[src/rtl/mem_pkg.sv]
// Shared types and helpers for the data-memory responder.
//   state_e  : responder FSM states
//   req_t    : latched request (we, addr, wdata, be)
//   addr_err : misalignment / range check for a byte address
package mem_pkg;

    localparam int WORD_W = 32;
    localparam int BE_W   = 4;

    typedef enum logic [1:0] {
        IDLE = 2'd0,
        BUSY = 2'd1,
        RESP = 2'd2
    } state_e;

    typedef struct packed {
        logic              we;
        logic [WORD_W-1:0] addr;
        logic [WORD_W-1:0] wdata;
        logic [BE_W-1:0]   be;
    } req_t;

    // A request is in error when it is not word aligned or its word index
    // falls beyond the last stored word.
    function automatic logic addr_err(input logic [WORD_W-1:0] addr, input int depth);
        logic [WORD_W-1:0] idx;
        idx = {2'b00, addr[WORD_W-1:2]};
        return (addr[1:0] != 2'b00) || (idx >= $unsigned(depth));
    endfunction

endpackage

[src/rtl/dmem_array.sv]
// DEPTH x 32-bit word storage with one byte-enabled synchronous write port
// and one combinational read port sharing the same word index.
//   clk   : clock, rising edge
//   we    : write strobe (qualified by be per byte)
//   idx   : word index
//   wdata : write data
//   be    : byte enables, bit i selects wdata[8i+7:8i]
//   rdata : word currently stored at idx
// Contents are deliberately not reset.
module dmem_array
    import mem_pkg::*;
#(
    parameter int DEPTH = 64,
    parameter int AW    = $clog2(DEPTH)
) (
    input  logic              clk,
    input  logic              we,
    input  logic [AW-1:0]     idx,
    input  logic [WORD_W-1:0] wdata,
    input  logic [BE_W-1:0]   be,
    output logic [WORD_W-1:0] rdata
);

    logic [WORD_W-1:0] mem_r [DEPTH];

    // Byte-lane writes; lanes with be cleared keep their old contents.
    always_ff @(posedge clk) begin
        for (int i = 0; i < BE_W; i++) begin
            if (we && be[i]) begin
                mem_r[idx][8*i +: 8] <= wdata[8*i +: 8];
            end
        end
    end

    assign rdata = mem_r[idx];

endmodule

[src/rtl/dmem_responder.sv]
// Multi-cycle data-memory responder. Accepts one request at a time on a
// valid/ready handshake and returns exactly one response LATENCY cycles
// after acceptance.
//   clk, reset            : clock (rising edge), async active-high reset
//   req_valid / req_ready : request handshake
//   req_we, req_addr      : 1 = store / 0 = load, byte address
//   req_wdata, req_be     : store data and byte enables
//   resp_valid            : one-cycle response pulse
//   resp_rdata, resp_err  : load data (0 for stores/errors), error flag
module dmem_responder
    import mem_pkg::*;
#(
    parameter int DEPTH   = 64,
    parameter int LATENCY = 2
) (
    input  logic        clk,
    input  logic        reset,
    input  logic        req_valid,
    output logic        req_ready,
    input  logic        req_we,
    input  logic [31:0] req_addr,
    input  logic [31:0] req_wdata,
    input  logic [3:0]  req_be,
    output logic        resp_valid,
    output logic [31:0] resp_rdata,
    output logic        resp_err
);

    localparam int AW    = $clog2(DEPTH);
    localparam int CNT_W = $clog2(LATENCY) + 1;
    localparam logic [CNT_W-1:0] CNT_LOAD = CNT_W'(LATENCY - 1);

    state_e            state_r, state_s;
    logic [CNT_W-1:0]  cnt_r, cnt_s;
    req_t              req_r, req_s;
    logic              req_ready_r, req_ready_s;
    logic              resp_valid_r, resp_valid_s;
    logic [WORD_W-1:0] resp_rdata_r, resp_rdata_s;
    logic              resp_err_r, resp_err_s;
    logic              wr_en_s;
    logic              bad_s;
    logic [WORD_W-1:0] rd_word_s;

    dmem_array #(
        .DEPTH (DEPTH),
        .AW    (AW)
    ) u_array (
        .clk   (clk),
        .we    (wr_en_s),
        .idx   (req_r.addr[AW+1:2]),
        .wdata (req_r.wdata),
        .be    (req_r.be),
        .rdata (rd_word_s)
    );

    // State, counter, latched request and registered response outputs.
    always_ff @(posedge clk or posedge reset) begin
        if (reset) begin
            state_r      <= IDLE;
            cnt_r        <= '0;
            req_r        <= '0;
            req_ready_r  <= 1'b1;
            resp_valid_r <= 1'b0;
            resp_rdata_r <= 32'd0;
            resp_err_r   <= 1'b0;
        end else begin
            state_r      <= state_s;
            cnt_r        <= cnt_s;
            req_r        <= req_s;
            req_ready_r  <= req_ready_s;
            resp_valid_r <= resp_valid_s;
            resp_rdata_r <= resp_rdata_s;
            resp_err_r   <= resp_err_s;
        end
    end

    // Next-state, counter, access strobe and next response values.
    always_comb begin
        state_s      = state_r;
        cnt_s        = cnt_r;
        req_s        = req_r;
        resp_valid_s = 1'b0;
        resp_rdata_s = resp_rdata_r;
        resp_err_s   = resp_err_r;
        wr_en_s      = 1'b0;
        bad_s        = addr_err(req_r.addr, DEPTH);

        case (state_r)
            IDLE, RESP: begin
                if (req_valid) begin
                    req_s   = '{we: req_we, addr: req_addr, wdata: req_wdata, be: req_be};
                    cnt_s   = CNT_LOAD;
                    state_s = BUSY;
                end else begin
                    state_s = IDLE;
                end
            end
            BUSY: begin
                if (cnt_r != CNT_W'(0)) begin
                    cnt_s = cnt_r - CNT_W'(1);
                end else begin
                    // Access edge: write, read and error decision all happen here.
                    wr_en_s      = req_r.we && !bad_s;
                    resp_valid_s = 1'b1;
                    resp_err_s   = bad_s;
                    if (bad_s || req_r.we) begin
                        resp_rdata_s = 32'd0;
                    end else begin
                        resp_rdata_s = rd_word_s;
                    end
                    state_s = RESP;
                end
            end
            default: begin
                state_s = IDLE;
            end
        endcase

        // Ready is registered, so it is derived from where the FSM is heading.
        req_ready_s = (state_s != BUSY);
    end

    assign req_ready  = req_ready_r;
    assign resp_valid = resp_valid_r;
    assign resp_rdata = resp_rdata_r;
    assign resp_err   = resp_err_r;

endmodule

[config.mk]
export PLATFORM = sky130hd
export DESIGN_NAME = dmem_responder
export DESIGN_NICKNAME = d
export VERILOG_FILES = /design/src/rtl/mem_pkg.sv /design/src/rtl/dmem_array.sv /design/src/rtl/dmem_responder.sv
export SDC_FILE = /design/constraint.sdc
export NUM_CORES = 2
export LEC_CHECK = 0
export BUFFER_PORTS_ARGS = -buffer_cell sky130_fd_sc_hd__buf_2
export CAP_MARGIN = 20
export CORE_AREA = 10 10 419 421
export CTS_BUF_LIST = sky130_fd_sc_hd__clkbuf_8
export CTS_CLUSTER_SIZE = 16
export DETAILED_ROUTE_END_ITERATION = 10
export DIE_AREA = 0 0 429 431
export PLACE_DENSITY_LB_ADDON = 0.3
export SYNTH_ARGS = -nofsm -noshare
export SYNTH_HDL_FRONTEND = slang
export SYNTH_HIERARCHICAL = 1
export SYNTH_SLANG_ARGS = --single-unit
[constraint.sdc]
create_clock -name clk -period 6.78 [get_ports clk]
set_input_delay 1.356 -clock clk [delete_from_list [all_inputs] [get_ports clk]]
set_output_delay 1.356 -clock clk [all_outputs]
set_load 0.02 [all_outputs]
# Yosys cells after proc, flatten, opt, wreduce, memory -nomap -nowiden
# Memories as Yosys holds them, arrays and structs flattened.
# Index checks and enable logic that the tools add are counted.
# classes
addsub	1
n_lt_le_gt_ge	1
eq_ne	5
mux	19
n_bitwise	1
n_reduce_logical	16
# ops
operator	n
32-bit 2-to-1 mux	1
30-bit by 7-bit >= comparator with 1-bit output, second input constant	1
1-bit 2-to-1 mux	13
2-bit one-hot mux with 2 select lines	2
2-bit 2-to-1 mux	3
2-bit nonzero test	3
1-bit logical AND	5
2-bit != test, second input constant	2
2-bit AND reduction	2
3-bit AND reduction	1
2-bit by 1-bit equality test with 1-bit output, second input constant	1
2-bit equality test, second input constant	1
2-bit zero test	1
1-bit logical OR	2
2-bit by 1-bit != test with 1-bit output, second input constant	1
2-bit OR reduction	1
2-bit by 1-bit subtractor with 2-bit output, second input constant	1
1-bit zero test	1
1-bit inverter	1
# word_totals
ff_bits	108
ram_bits	2048
inputBits	72
out_inout_bits	35
elab_cells	54
n_memories	1
# memory_table
memory	words	width	read_ports	rd_clocked_by_memory_dff	wr	line_no	rtl
u_array.mem_r	64	32	1	0	1	dmem_array.sv:24	logic [WORD_W-1:0] mem_r [DEPTH];

# Logic depth before layout (Yosys ltp)
# depth
word_depth	9
ltp_mapped	13
ltp_nobuf	9

# Modules after synthesis
# Netlist, hierarchy kept.
# by_module_without_submodules
module	instances	cells_each	area_per_inst_um2	seq_area_each_um2
dmem_array	1	4614	78407.7	61499.0
dmem_responder	1	328	4558.1	2703.8

# Worst setup path before layout
# Ideal clock, no wire load.
# synth_timing
path_kind	register to register
start	register cnt_r[0]
end	memory u_array.mem_r[13][16], enable pin
setup_time_ns	0.370
arrival_time_ns	2.427
required_time_ns	6.410
setup_slack_ns	3.983
stages_incl_launch_ff	11
path_buffers	1
synth_period_minus_slack_ns	2.797
cell_sequence	dfrtp_1 -> inv_1 -> ha_1 -> nand3b_4 -> inv_2 -> nand4_2 -> nor4_1 -> and2_1 -> clkbuf_1 -> nand3_1 -> nor2_1
# synth_between
elab_chain_cells	6
# synth_lines
item	line_no	rtl
start, declared	dmem_responder.sv:34	logic [CNT_W-1:0] cnt_r, cnt_s;
start signal, assigned	dmem_responder.sv:68	cnt_r <= cnt_s;
2-bit nonzero test	dmem_responder.sv:99	if (cnt_r != CNT_W'(0)) begin
1-bit 2-to-1 mux	dmem_responder.sv:99	
1-bit 2-to-1 mux	dmem_responder.sv:88	case (state_r)
via wr_en_s	dmem_responder.sv:40	logic wr_en_s;
1-bit logical AND	dmem_array.sv:29	if (we && be[i]) begin
1-bit 2-to-1 mux	dmem_array.sv:29	
1-bit 2-to-1 mux (not written as such)	dmem_array.sv:30	mem_r[idx][8*i +: 8] <= wdata[8*i +: 8];
end, declared	dmem_array.sv:24	
# The timed path passes the listed nets, and every way through them passes these cells.

# Final worst setup path
# layout_timing
start	register req_r[38] (netlist bit)
end	memory u_array.mem_r[61][27], enable pin
# layout_between
elab_chain_cells	9
# layout_lines
item	line_no	rtl
start, declared	dmem_responder.sv:35	req_t req_r, req_s;
start signal, assigned	dmem_responder.sv:69	req_r <= req_s;
30-bit by 7-bit >= comparator with 1-bit output	mem_pkg.sv:28	return (addr[1:0] != 2'b00) || (idx >= $unsigned(depth));
1-bit logical OR	mem_pkg.sv:28	
1-bit zero test	dmem_responder.sv:103	wr_en_s = req_r.we && !bad_s;
1-bit logical AND	dmem_responder.sv:103	
1-bit 2-to-1 mux	dmem_responder.sv:99	
1-bit 2-to-1 mux	dmem_responder.sv:88	
1-bit logical AND	dmem_array.sv:29	
1-bit 2-to-1 mux	dmem_array.sv:29	
1-bit 2-to-1 mux (not written as such)	dmem_array.sv:30	
# Several ways; a longest one is shown, not always the timed one.

==> metrics <==
min Tclk post-route 5020 ps; largest area contributor in the synthesized netlist edfxtp_1; routed length per instance 34.76 um; run status completed; die outline width 429 um; Clock Pin Slew Worst Setup and Hold Paths 60 ps; worst rel slew slack 18.52%; routability congestion estimate 0.9491; Post-CTS Repair Setup Buffers 0; leading register cell type out of synthesis edfxtp_1; part of the Yosys area used for sequential elements 77.38%; maximum clock insertion buffer count 4; cell count after synthesis 4942; H-tree depth reported by CTS 5; CTS Buf Count 345; kind of critical path register to register; I/O pin count 107; crit path max-delay cell type nor2_1; skew final 85.68 ps; CTS Hold Buffers Added 0; number of enable flip-flop cells after synthesis 2048; RSZ-0062 raised after global routing false; cells traversed along the worst timing path buf_4, nor2b_4, buf_12, nand3_1, nor2_1; Largest delay share family, worst path simple AND/OR/NAND/NOR gates; maximum fanout count along the critical path 56; total of warnings raised by yosys 6; number of nets in the synthesized netlist 5015; flop-to-flop setup slack 1760 ps; number of different library cells in the post-synthesis netlist 64; number of maximum-capacitance constraint violations 0; total die area 184900 sq um; total half-perimeter wirelength after legalization and detailed placement 156800 um; critical path depth in cells 5; TritonCTS clock tree done; share of cells above drive strength 1 17.10%; number of clock sinks 2156; FF-to-FF End u_array/mem_r[61][27]$_DFFE_PP_; cells taking the most area after synthesis edfxtp_1 74%, a221oi_1 5.2%, dfrtp_1 3.2%, a22oi_1 2.6%, nor2_1 2.3%; proportion of synthesized flip-flops having asynchronous set or reset 5.009%; actual slew at the worst max-slew pin 1219 ps; P_int 25.50 mW; number of synthesized register bits 2156; DRC errors left 0; antenna violations before repair 16; number of failing hold endpoints at the final stage 0; Clk Tree Root Cell clkbuf_8; number of vias per cell 6.871; portion of synthesized cell area occupied by the leading cell type 74.13%; total setup violations reported at the end of the flow 0; initial core utilization 49.78%; crit path buf inv count 2; Max Transition Viols Final 0; power share of the clock group 23.6%; worst r2r src req_r[38]$_DFFE_PP0P_; vias in the first global route 49688; largest net degree at the start of global routing 124; Worst EP arrival 5670 ps; net switching power 16.61 mW; Mean Syn Cell Area 16.79 sq um; number of nets in the layout 5192; post-route core utilization 55.10%; overall overflow remaining after global route 0; delay of the slowest critical-path stage 990 ps; Core ar. 166700 sq um; leakage power 29.20 nW; Area growth syn-to-layout 10.68%; number of cell rows 150; power density over the cells 458.6 nW/um^2; sequential share of power 43.6%; post-synth design cell area 82970 sq um; starting DRC count in detailed routing 8427; Max Clk Rate 199.2 MHz; Die Ht 431 um; detailed-route via count 52028; Final TNS setup 0 ps; global-route wire length before repair 372400 um; TritonRoute pass-1 iters 8; hold crit path type primary input to async pin; Total Wirelength 263200 um; clock insertion delay at the later pin of the skew report 1080 ps; all-layer global routing usage 27.61%; Resized Gates After CTS 0; crit end category register; switching fraction of total power 39.45%; antenna viol nets, final 0; Required @ worst endpoint 7430 ps; power share of the combinational group 32.7%; worst reg-to-reg path cell count 5; period utilisation layout 74.04%; quantity of I/O buffers inserted on ports 106; startpoint kind of the worst setup timing path register; largest vdd supply drop 457.3 uV
-- power groups by stage --
stage / sequential, mW / combinational, mW / clock, mW
final: 18.4 / 13.8 / 9.95
after global routing: 18.5 / 14.0 / 10.6
after CTS: 18.4 / 13.3 / 10.0
after detailed placement: 18.7 / 13.2 / 0
after global placement: 18.6 / 13.2 / 0
after floorplan: 18.1 / 7.14 / 0
-- cell usage after synthesis, drive strengths merged, types with 42 or more instances --
cell type,count
a221oi,493
edfxtp,2048
o22ai,135
o21ai,128
nand4,50
mux4,42
a21oi,64
clkbuf,180
buf,218
mux2,144
a22oi,291
nor2,511
nand2,117
nor3,58
mux2i,92
dfrtp,107
-- final cells by class --
type,instances,area [sq um]
sequential,2156,64290
clock buffer,364,5010
multi-input combinational,2378,17020
tap,2204,2758
antenna,6,15.01
inverter,10,52.55
timing repair buffer,228,1708
fill,12940,74830
clock inverter,226,973.4
-- how the worst max path moves through the flow --
stage,start,end,slack [ps]
finish,req_r[38]$_DFFE_PP0P_,u_array/mem_r[61][27]$_DFFE_PP_,1760
global route,req_r[38]$_DFFE_PP0P_,u_array/mem_r[61][27]$_DFFE_PP_,1760
CTS,req_r[38]$_DFFE_PP0P_,u_array/mem_r[61][27]$_DFFE_PP_,1940
floorplan,reset,cnt_r[0]$_DFFE_PP0P_,2580
global placement,req_r[40]$_DFFE_PP0P_,resp_rdata[10]$_DFFE_PP0P_,2080
detailed placement,req_r[38]$_DFFE_PP0P_,u_array/mem_r[61][26]$_DFFE_PP_,1970
-- per-stage QoR --
step                total power, mW  hold slack [ps]  area [sq um]  std cells  setup WS [ps]
floorplan                     25.21            444.5         82970       4942           2580
finish                        42.11            468.0         91830       7572           1760
CTS                           41.73            467.3         91800       7565           1941
global route                  43.15            487.7         91820       7569           1759
global placement              31.81            469.2         85770       6973           2084
detailed placement            31.93            472.3         85820       6975           1972
-- metal layers --
| layer | vias up | track usage, % | wire length, um |
|---|---|---|---|
| li1 | 20692 | - | - |
| met1 | 26486 | 37.12 | 95220 |
| met2 | 4062 | 41.22 | 117300 |
| met3 | 778 | 7.456 | 34530 |
| met4 | 10 | 14.62 | 16070 |
| met5 | - | 0 | 78 |
-- cell families (layout without fill, tap and decap cells) --
| logic type | Yosys count | in the layout | share of synthesized area, % |
|---|---|---|---|
| other | 0 | 6 | 0 |
| DFF | 2156 | 2156 | 77.38 |
| adders and majority gates | 1 | 1 | 0.01508 |
| muxes | 278 | 278 | 4.205 |
| and+or+nand+nor | 844 | 844 | 4.485 |
| AOI/OAI and AO/OA | 1255 | 1255 | 11.66 |
| buffers and inverters | 408 | 828 | 2.252 |
-- state kept, by name (all words and copies together) (netlist names) --
name,flops
cnt_r,2
req_r,69
req_ready,1
resp_err,1
resp_rdata,32
resp_valid,1
state_r,2
u_array/mem_r,2048
-- placed cells by master (no fill, tap or decap), types with 7 or more instances in the layout --
cell type	instances
o22ai_1	135
a222oi_1	9
nand2_1	114
o31ai_2	28
or4_1	10
clkinvlp_4	8
a21oi_1	64
buf_2	106
a22o_1	8
edfxtp_1	2048
a221oi_1	493
o32ai_1	17
mux2_2	144
or3_1	9
nor2b_4	7
o22a_1	14
o211ai_1	9
dfrtp_1	72
buf_12	19
mux2i_1	92
buf_4	101
clkbuf_8	364
nand4_1	49
o21ai_1	22
clkinv_2	22
nor2_1	507
nor3_1	55
a22oi_1	291
mux4_2	42
o221ai_1	20
nand3_1	27
nor4_1	7
a211o_1	13
dfrtp_4	19
clkinv_1	60
inv_1	137
and3_1	7
o21ai_0	106
dfrtp_2	16
Power figures use the tool's default switching activity.
